**src/rtl/mfp_pmod_als_spi_receiver.sv**
```systemverilog
// mfp_pmod_als_spi_receiver: SPI master that reads the PmodALS light sensor into an 8-bit value
module mfp_pmod_als_spi_receiver #(
  parameter int CLK_DIV_HALF = 4,
  parameter int GAP_SCK = 4
) (
  input  logic       clock,
  input  logic       reset_n,
  input  logic       enable,
  output logic       cs,
  output logic       sck,
  input  logic       sdo,
  output logic [7:0] value,
  output logic       value_valid,
  output logic       busy
);
  localparam int DW = CLK_DIV_HALF > 1 ? $clog2(CLK_DIV_HALF) : 1;
  localparam int GW = $clog2(GAP_SCK + 1);
  typedef enum logic [1:0] {GAP, FRAME, DONE} state_t;
  state_t state, state_nx;
  logic [DW-1:0] div, div_nx;
  logic [GW-1:0] gap, gap_nx, gap_inc;
  logic [3:0] bits, bits_nx;
  logic [11:0] shift, shift_nx;
  logic [7:0] value_nx;
  logic cs_nx, sck_nx, busy_nx, valid_nx, tick, rise;
  always_comb begin
    tick = div == DW'(CLK_DIV_HALF - 1);
    rise = tick && !sck;
    div_nx = tick ? '0 : div + 1'b1;
    sck_nx = sck ^ tick;
    gap_inc = gap == GW'(GAP_SCK) ? gap : gap + 1'b1;
    state_nx = state;
    cs_nx = cs;
    busy_nx = busy;
    gap_nx = gap;
    bits_nx = bits;
    shift_nx = shift;
    value_nx = value;
    valid_nx = 1'b0;
    case (state)
      GAP: if (rise) begin
        gap_nx = gap_inc;
        if (gap_inc == GW'(GAP_SCK) && enable) begin
          cs_nx = 1'b0;
          busy_nx = 1'b1;
          bits_nx = '0;
          gap_nx = '0;
          state_nx = FRAME;
        end
      end
      FRAME: if (rise) begin
        // only the low 12 bits are kept: bits above [11:4] are discarded anyway
        shift_nx = {shift[10:0], sdo};
        bits_nx = bits + 1'b1;
        if (bits == 4'd15) begin
          cs_nx = 1'b1;
          busy_nx = 1'b0;
          state_nx = DONE;
        end
      end
      default: begin
        value_nx = shift[11:4];
        valid_nx = 1'b1;
        gap_nx = '0;
        state_nx = GAP;
      end
    endcase
  end
  always_ff @(posedge clock or negedge reset_n)
    if (!reset_n) begin
      state <= GAP;
      div <= '0;
      gap <= '0;
      bits <= '0;
      shift <= '0;
      cs <= 1'b1;
      sck <= 1'b1;
      busy <= 1'b0;
      value <= 8'h00;
      value_valid <= 1'b0;
    end else begin
      state <= state_nx;
      div <= div_nx;
      gap <= gap_nx;
      bits <= bits_nx;
      shift <= shift_nx;
      cs <= cs_nx;
      sck <= sck_nx;
      busy <= busy_nx;
      value <= value_nx;
      value_valid <= valid_nx;
    end
endmodule

```
**config.mk**
```make
export PLATFORM = sky130hd
export DESIGN_NAME = mfp_pmod_als_spi_receiver
export DESIGN_NICKNAME = d
export VERILOG_FILES = /design/src/rtl/mfp_pmod_als_spi_receiver.sv
export SDC_FILE = /design/constraint.sdc
export NUM_CORES = 1
export LEC_CHECK = 0
export CORE_MARGIN = 5
export CORE_UTILIZATION = 59
export DETAILED_ROUTE_END_ITERATION = 8
export PLACE_DENSITY = 0.92
export SLEW_MARGIN = 10
export SYNTH_ARGS = -nofsm -noshare
export SYNTH_HDL_FRONTEND = slang
export SYNTH_SLANG_ARGS = --single-unit
```
**constraint.sdc**
```tcl
create_clock -name clock -period 4 [get_ports clock]
set_input_delay 0.6 -clock clock [delete_from_list [all_inputs] [get_ports clock]]
set_output_delay 0.6 -clock clock [all_outputs]
set_load 0.005 [all_outputs]
```
-- Word-level counts from Yosys, hierarchy flattened
Index checks and enable logic that the tools add are counted.
- register bits: 35
- bits of input ports: 4
- mux-type cells: 25
- add/subtract/negate cells: 3
- reduce and logical (&&, ||, !) cells: 11
- eq/ne operators: 9
- bitwise logic cells: 2
- operator list (operator ; count):
    $mux W4 ; 3
    $mux W2 ; 5
    $mux W1 ; 9
    $mux W3 ; 3
    $ne A2 B2 Y1 const B ; 4
    $pmux W4 S2 ; 1
    $reduce_and A4 Y1 ; 2
    $eq A3 B3 Y1 const B ; 2
    $pmux W3 S2 ; 1
    $reduce_and A5 Y1 ; 1
    $add A4 B1 Y4 const B ; 1
    $eq A4 B4 Y1 const B ; 1
    $pmux W1 S2 ; 2
    $pmux W2 S2 ; 1
    $reduce_and A2 Y1 ; 2
    $add A3 B1 Y3 const B ; 1
    $add A2 B1 Y2 const B ; 1
    $eq A2 B1 Y1 const B ; 1
    $eq A2 B2 Y1 const B ; 1
    $logic_and A1 B1 Y1 ; 2
    $logic_not A2 Y1 ; 1
    $reduce_bool A2 Y1 ; 1
    $reduce_or A2 Y1 ; 1
    $logic_not A1 Y1 ; 1
    other kinds (2) ; 2

-- Longest topological paths before layout
- depth after elaboration: 7
- mapped depth: 5

-- Least setup slack after synthesis
Ideal clock, no wire load.
- path kind: register to register
- from: register div[0]
- to: register shift[0]
- data arrival time: 1.578 ns
- stages on the path, launching flop included: 6
- buffers on the path: 1
- required time: 3.875 ns
- setup slack: 2.298 ns
- cells stage by stage: dfrtp_1 -> ha_1 -> ha_1 -> nand3b_1 -> buf_2 -> mux2_2
- word-level cells in the longest chain between the ends: 3
- ends and longest elaborated chain (what ; RTL line ; source):
    from (decl) ; 20 ; logic [DW-1:0] div, div_nx;
    from (signal assigned) ; 83 ; div <= div_nx;
    $eq A2 B2 Y1 ; 27 ; tick = div == DW'(CLK_DIV_HALF - 1);
    $logic_and A1 B1 Y1 ; 28 ; rise = tick && !sck;
    $reduce_and A2 Y1 (no source line) ; - ;
    to (signal assigned) ; 86 ; shift <= shift_nx;
    to (decl) ; 23 ; logic [11:0] shift, shift_nx;
No other way between the ends.
A chain may end at the register's enable or synchronous reset.

-- Final worst setup path
- from: register cs
- to: output cs
- RTL lines (what ; RTL line ; source):
    from (decl) ; 9 ; output logic cs,
    from (signal assigned) ; 87 ; cs <= cs_nx;
No word-level cell between the ends.

==> flow_results.xml <==
<?xml version="1.0" encoding="UTF-8"?>
<metrics>
  <group name="cells_and_area">
    <metric name="nNetsFinal" unit="">150</metric>
    <metric name="mostFrequentLayoutCells" unit="">sky130_fd_sc_hd__dfrtp_1, sky130_fd_sc_hd__mux2_2, sky130_fd_sc_hd__clkdlybuf4s50_1, sky130_fd_sc_hd__inv_1</metric>
    <metric name="syn2layout_area_growth" unit="%">14.8</metric>
    <metric name="final_common_cell" unit="">sky130_fd_sc_hd__dfrtp_1</metric>
    <metric name="n_antenna_cell" unit="">0</metric>
    <metric name="drive_above_1_share" unit="%">24.6</metric>
  </group>
  <group name="clock_network">
    <metric name="post_cts.repair.setup_buffers" unit="">0</metric>
    <metric name="clkTransAtPathRegs" unit="ps">90</metric>
    <metric name="ctsRootBufferMaster" unit="">sky130_fd_sc_hd__clkbuf_4</metric>
    <metric name="cts-root-to-sink-buffers" unit="">2</metric>
    <metric name="tritoncts_num_sinks" unit="">35</metric>
    <metric name="cts_tree" unit="">built</metric>
    <metric name="post_cts_resize_count" unit="">0</metric>
    <metric name="clock_latency" unit="ps">330</metric>
    <metric name="cts.hold.buffers_added" unit="">0</metric>
    <metric name="htree_levels" unit="">2</metric>
    <metric name="cts_inserted_buffers" unit="">5</metric>
  </group>
  <group name="synth">
    <metric name="synth_warnings" unit="">0</metric>
    <metric name="synth_enable_flop_cells" unit="">0</metric>
    <metric name="yosys.area_share.xor_xnor" unit="%">0</metric>
    <metric name="ys_ff_latch" unit="">35</metric>
    <metric name="synthAdderAreaFrac" unit="%">3.99</metric>
    <metric name="synth.net_count" unit="">131</metric>
    <metric name="area_share_of_and_or_nand_nor_cells_after_synthesis" unit="%">9.97</metric>
    <metric name="synth_cells" unit="">122</metric>
    <metric name="main_combinational_cell_family_by_area_after_synthesis" unit="">multiplexers</metric>
    <metric name="synth_compound_area_share" unit="%">10.4</metric>
    <metric name="synth_async_reset_ratio" unit="%">100</metric>
    <metric name="synthDistinctLibCells" unit="">33</metric>
    <metric name="synth-main-ff-cell" unit="">sky130_fd_sc_hd__dfrtp_1</metric>
    <metric name="syn-cell-area" unit="mm2">0.00157</metric>
    <metric name="post_synthesis_mux_area_share" unit="%">15.7</metric>
    <metric name="yosysSeqAreaShare" unit="%">56.0</metric>
    <metric name="syn_area_per_cell" unit="um2">12.9</metric>
  </group>
  <group name="detailed_routing">
    <metric name="dr.pass1.iters" unit="">4</metric>
    <metric name="routed-via-count" unit="">1001</metric>
    <metric name="wire_per_inst" unit="um">15.7</metric>
    <metric name="vias_per_instance" unit="">5.82</metric>
    <metric name="detail-route-antenna-nets" unit="">0</metric>
    <metric name="route.final.wire_length" unit="um">2700</metric>
    <metric name="drt_drc_violations_left" unit="">0</metric>
    <metric name="initialDrtViolationCount" unit="">28</metric>
  </group>
  <group name="pwr">
    <metric name="worst_ir_drop_vdd" unit="uV">319</metric>
    <metric name="pwr_density_cell" unit="mW/mm2">440</metric>
    <metric name="leakage" unit="nW">0.876</metric>
  </group>
  <group name="worst_setup_path">
    <metric name="setup.reg_to_reg.worst_slack" unit="ps">2040</metric>
    <metric name="critPathMaxStageDelay" unit="ps">550</metric>
    <metric name="critPathKind" unit="">reg2out</metric>
    <metric name="worstSetupEndpointType" unit="">output pin</metric>
    <metric name="crit_path_top_delay_cell" unit="">sky130_fd_sc_hd__dfstp_2</metric>
    <metric name="kind_of_cell_with_the_highest_combined_delay_on_the_critical_path" unit="">flip-flops</metric>
    <metric name="critical_path.reg2reg.startpoint" unit="">div[0]</metric>
    <metric name="crit_chain" unit="">clkdlybuf4s50_1</metric>
    <metric name="worstRegToRegCells" unit="">4</metric>
    <metric name="worstReg2RegEnd" unit="">shift[3]</metric>
    <metric name="worst_setup_path_start_kind" unit="">flip-flop</metric>
    <metric name="crit_path_max_fanout" unit="">2</metric>
    <metric name="crit_path_arrival_time" unit="ps">1400</metric>
    <metric name="path_buf_inv" unit="">1</metric>
    <metric name="crit_required" unit="ps">3400</metric>
  </group>
  <group name="grt">
    <metric name="globalRouteTotalUtil" unit="%">16.7</metric>
    <metric name="number_of_antenna_violations_at_the_first_check_in_global_routing" unit="">0</metric>
    <metric name="grt_max_degree" unit="">36</metric>
    <metric name="global_route.overflow_total" unit="">0</metric>
    <metric name="layer_with_the_highest_usage_after_global_routing" unit="">met2</metric>
    <metric name="global_route_wire_length_before_repair" unit="um">4550</metric>
    <metric name="first_global_vias" unit="">1051</metric>
    <metric name="groute.layer.met2.usage" unit="%">28.3</metric>
    <metric name="use_met3" unit="%">4.19</metric>
    <metric name="met1_usage" unit="%">19.8</metric>
  </group>
  <group name="timing">
    <metric name="tns" unit="ps">0</metric>
    <metric name="setup_violations" unit="">0</metric>
    <metric name="maxClockFrequency" unit="GHz">0.501</metric>
    <metric name="grt_setup_unrepaired" unit="">no</metric>
    <metric name="timing_max_transition_violations_final" unit="">0</metric>
    <metric name="period_minus_slack" unit="ps">2000</metric>
    <metric name="fin_crit_sh" unit="%">49.9</metric>
    <metric name="postLayoutSetupSlackWorst" unit="ps">2000</metric>
    <metric name="clock_skew" unit="ps">5.43</metric>
    <metric name="finalHoldViolCount" unit="">0</metric>
    <metric name="worstMarginPinSlew" unit="ps">723</metric>
    <metric name="maxSlewHeadroom" unit="%">51.7</metric>
  </group>
  <group name="hold_path">
    <metric name="holdCritStartpoint" unit="">div[0]</metric>
    <metric name="hold_path_depth" unit="">1</metric>
    <metric name="whs_endpoint" unit="">div[0]</metric>
    <metric name="hold_class" unit="">reg2reg</metric>
  </group>
  <group name="place">
    <metric name="place_congestion" unit="">0.899</metric>
    <metric name="post-dp-hpwl" unit="um">1980</metric>
    <metric name="io_buffers" unit="">15</metric>
    <metric name="placement.setup.worst_slack" unit="ps">2070</metric>
  </group>
  <group name="status">
    <metric name="outcome" unit="">complete, no violations</metric>
  </group>
  <group name="floorplanning">
    <metric name="core_region_area" unit="mm2">0.00250</metric>
    <metric name="pin_count" unit="">16</metric>
    <metric name="floorplan.initialDensity" unit="%">62.8</metric>
    <metric name="rows" unit="">18</metric>
    <metric name="fp.dieArea" unit="mm2">0.00379</metric>
    <metric name="die_y" unit="um">61.6</metric>
    <metric name="chipWidth" unit="um">61.6</metric>
  </group>
  <group name="flow_run">
    <metric name="max_cap_violations" unit="">0</metric>
  </group>
</metrics>
[power breakdown]
part	leakage, nW	internal, W	switching [W]
clock	0.0282	0.0000678	0.000110
sequential	0.445	0.000389	0.0000366
combinational	0.403	0.0000909	0.0000990
[final cells by class]
type | instances | area, um2
Multi-Input combinational cell | 71 | 628
Clock inverter | 2 | 12.5
Tap cell | 30 | 37.5
Sequential cell | 35 | 878
Clock buffer | 6 | 41.3
Inverter | 12 | 45.0
Timing Repair Buffer | 16 | 158
Fill cell | 176 | 699
[kinds of logic after synthesis]
group / Yosys count
DFF: 35
adders and majority gates: 5
buffers and inverters: 16
and+or+nand+nor: 26
AOI/OAI and AO/OA: 18
muxes: 22
[synthesized netlist by cell type (2+ instances only)]
| cell type | n | area (um2) |
|---|---|---|
| sky130_fd_sc_hd__mux2_2 | 21 | 236 |
| sky130_fd_sc_hd__dfstp_2 | 2 | 52.6 |
| sky130_fd_sc_hd__nand3_1 | 2 | 10.0 |
| sky130_fd_sc_hd__inv_1 | 12 | 45.0 |
| sky130_fd_sc_hd__o221ai_1 | 5 | 43.8 |
| sky130_fd_sc_hd__a21oi_1 | 2 | 10.0 |
| sky130_fd_sc_hd__nand2_1 | 4 | 15.0 |
| sky130_fd_sc_hd__nor2_1 | 5 | 18.8 |
| sky130_fd_sc_hd__o21ai_0 | 2 | 10.0 |
| sky130_fd_sc_hd__clkbuf_1 | 2 | 7.51 |
| sky130_fd_sc_hd__buf_2 | 2 | 10.0 |
| sky130_fd_sc_hd__nand2b_1 | 5 | 31.3 |
| sky130_fd_sc_hd__dfrtp_1 | 33 | 826 |
| sky130_fd_sc_hd__nand3b_1 | 2 | 15.0 |
| sky130_fd_sc_hd__ha_1 | 5 | 62.6 |
[per-layer routing]
metal / share of wire [%] / vias to the layer above
met3: 5.4 / 9
met1: 39 / 489
li1: - / 475
met5: 0 / -
met4: 1.7 / 0
met2: 54 / 28
[flip-flops by register name (all words and copies together) (netlist names)]
signal       cells
shift           12
value            8
bits             4
gap              3
div              2
state            2
busy             1
cs               1
sck              1
value_valid      1
[stage by stage]
stage / cell area (um2) / std cells / hold slack, ps / util [%] / power, W
finish: 1800 / 172 / 433 / 72.0 / 0.000793
global route: 1800 / 172 / 449 / 72.0 / 0.000844
CTS: 1800 / 172 / 435 / 72.0 / 0.000801
detailed placement: 1750 / 164 / 421 / 69.9 / 0.000622
global placement: 1750 / 164 / 413 / 69.9 / 0.000607
floorplan: 1570 / 122 / 304 / - / 0.000559
[how the worst max path moves through the flow]
stage	start	end	slack, ps	cells past startpoint
after global routing	div[0]	shift[8]	1880	4
after floorplan	div[0]	shift[0]	2300	5
after global placement	div[0]	shift[3]	2160	4
after detailed placement	div[0]	shift[3]	2070	4
final	cs	cs	2000	1
after CTS	cs	cs	1990	1
No activity file was read; power rests on OpenSTA's default activity.
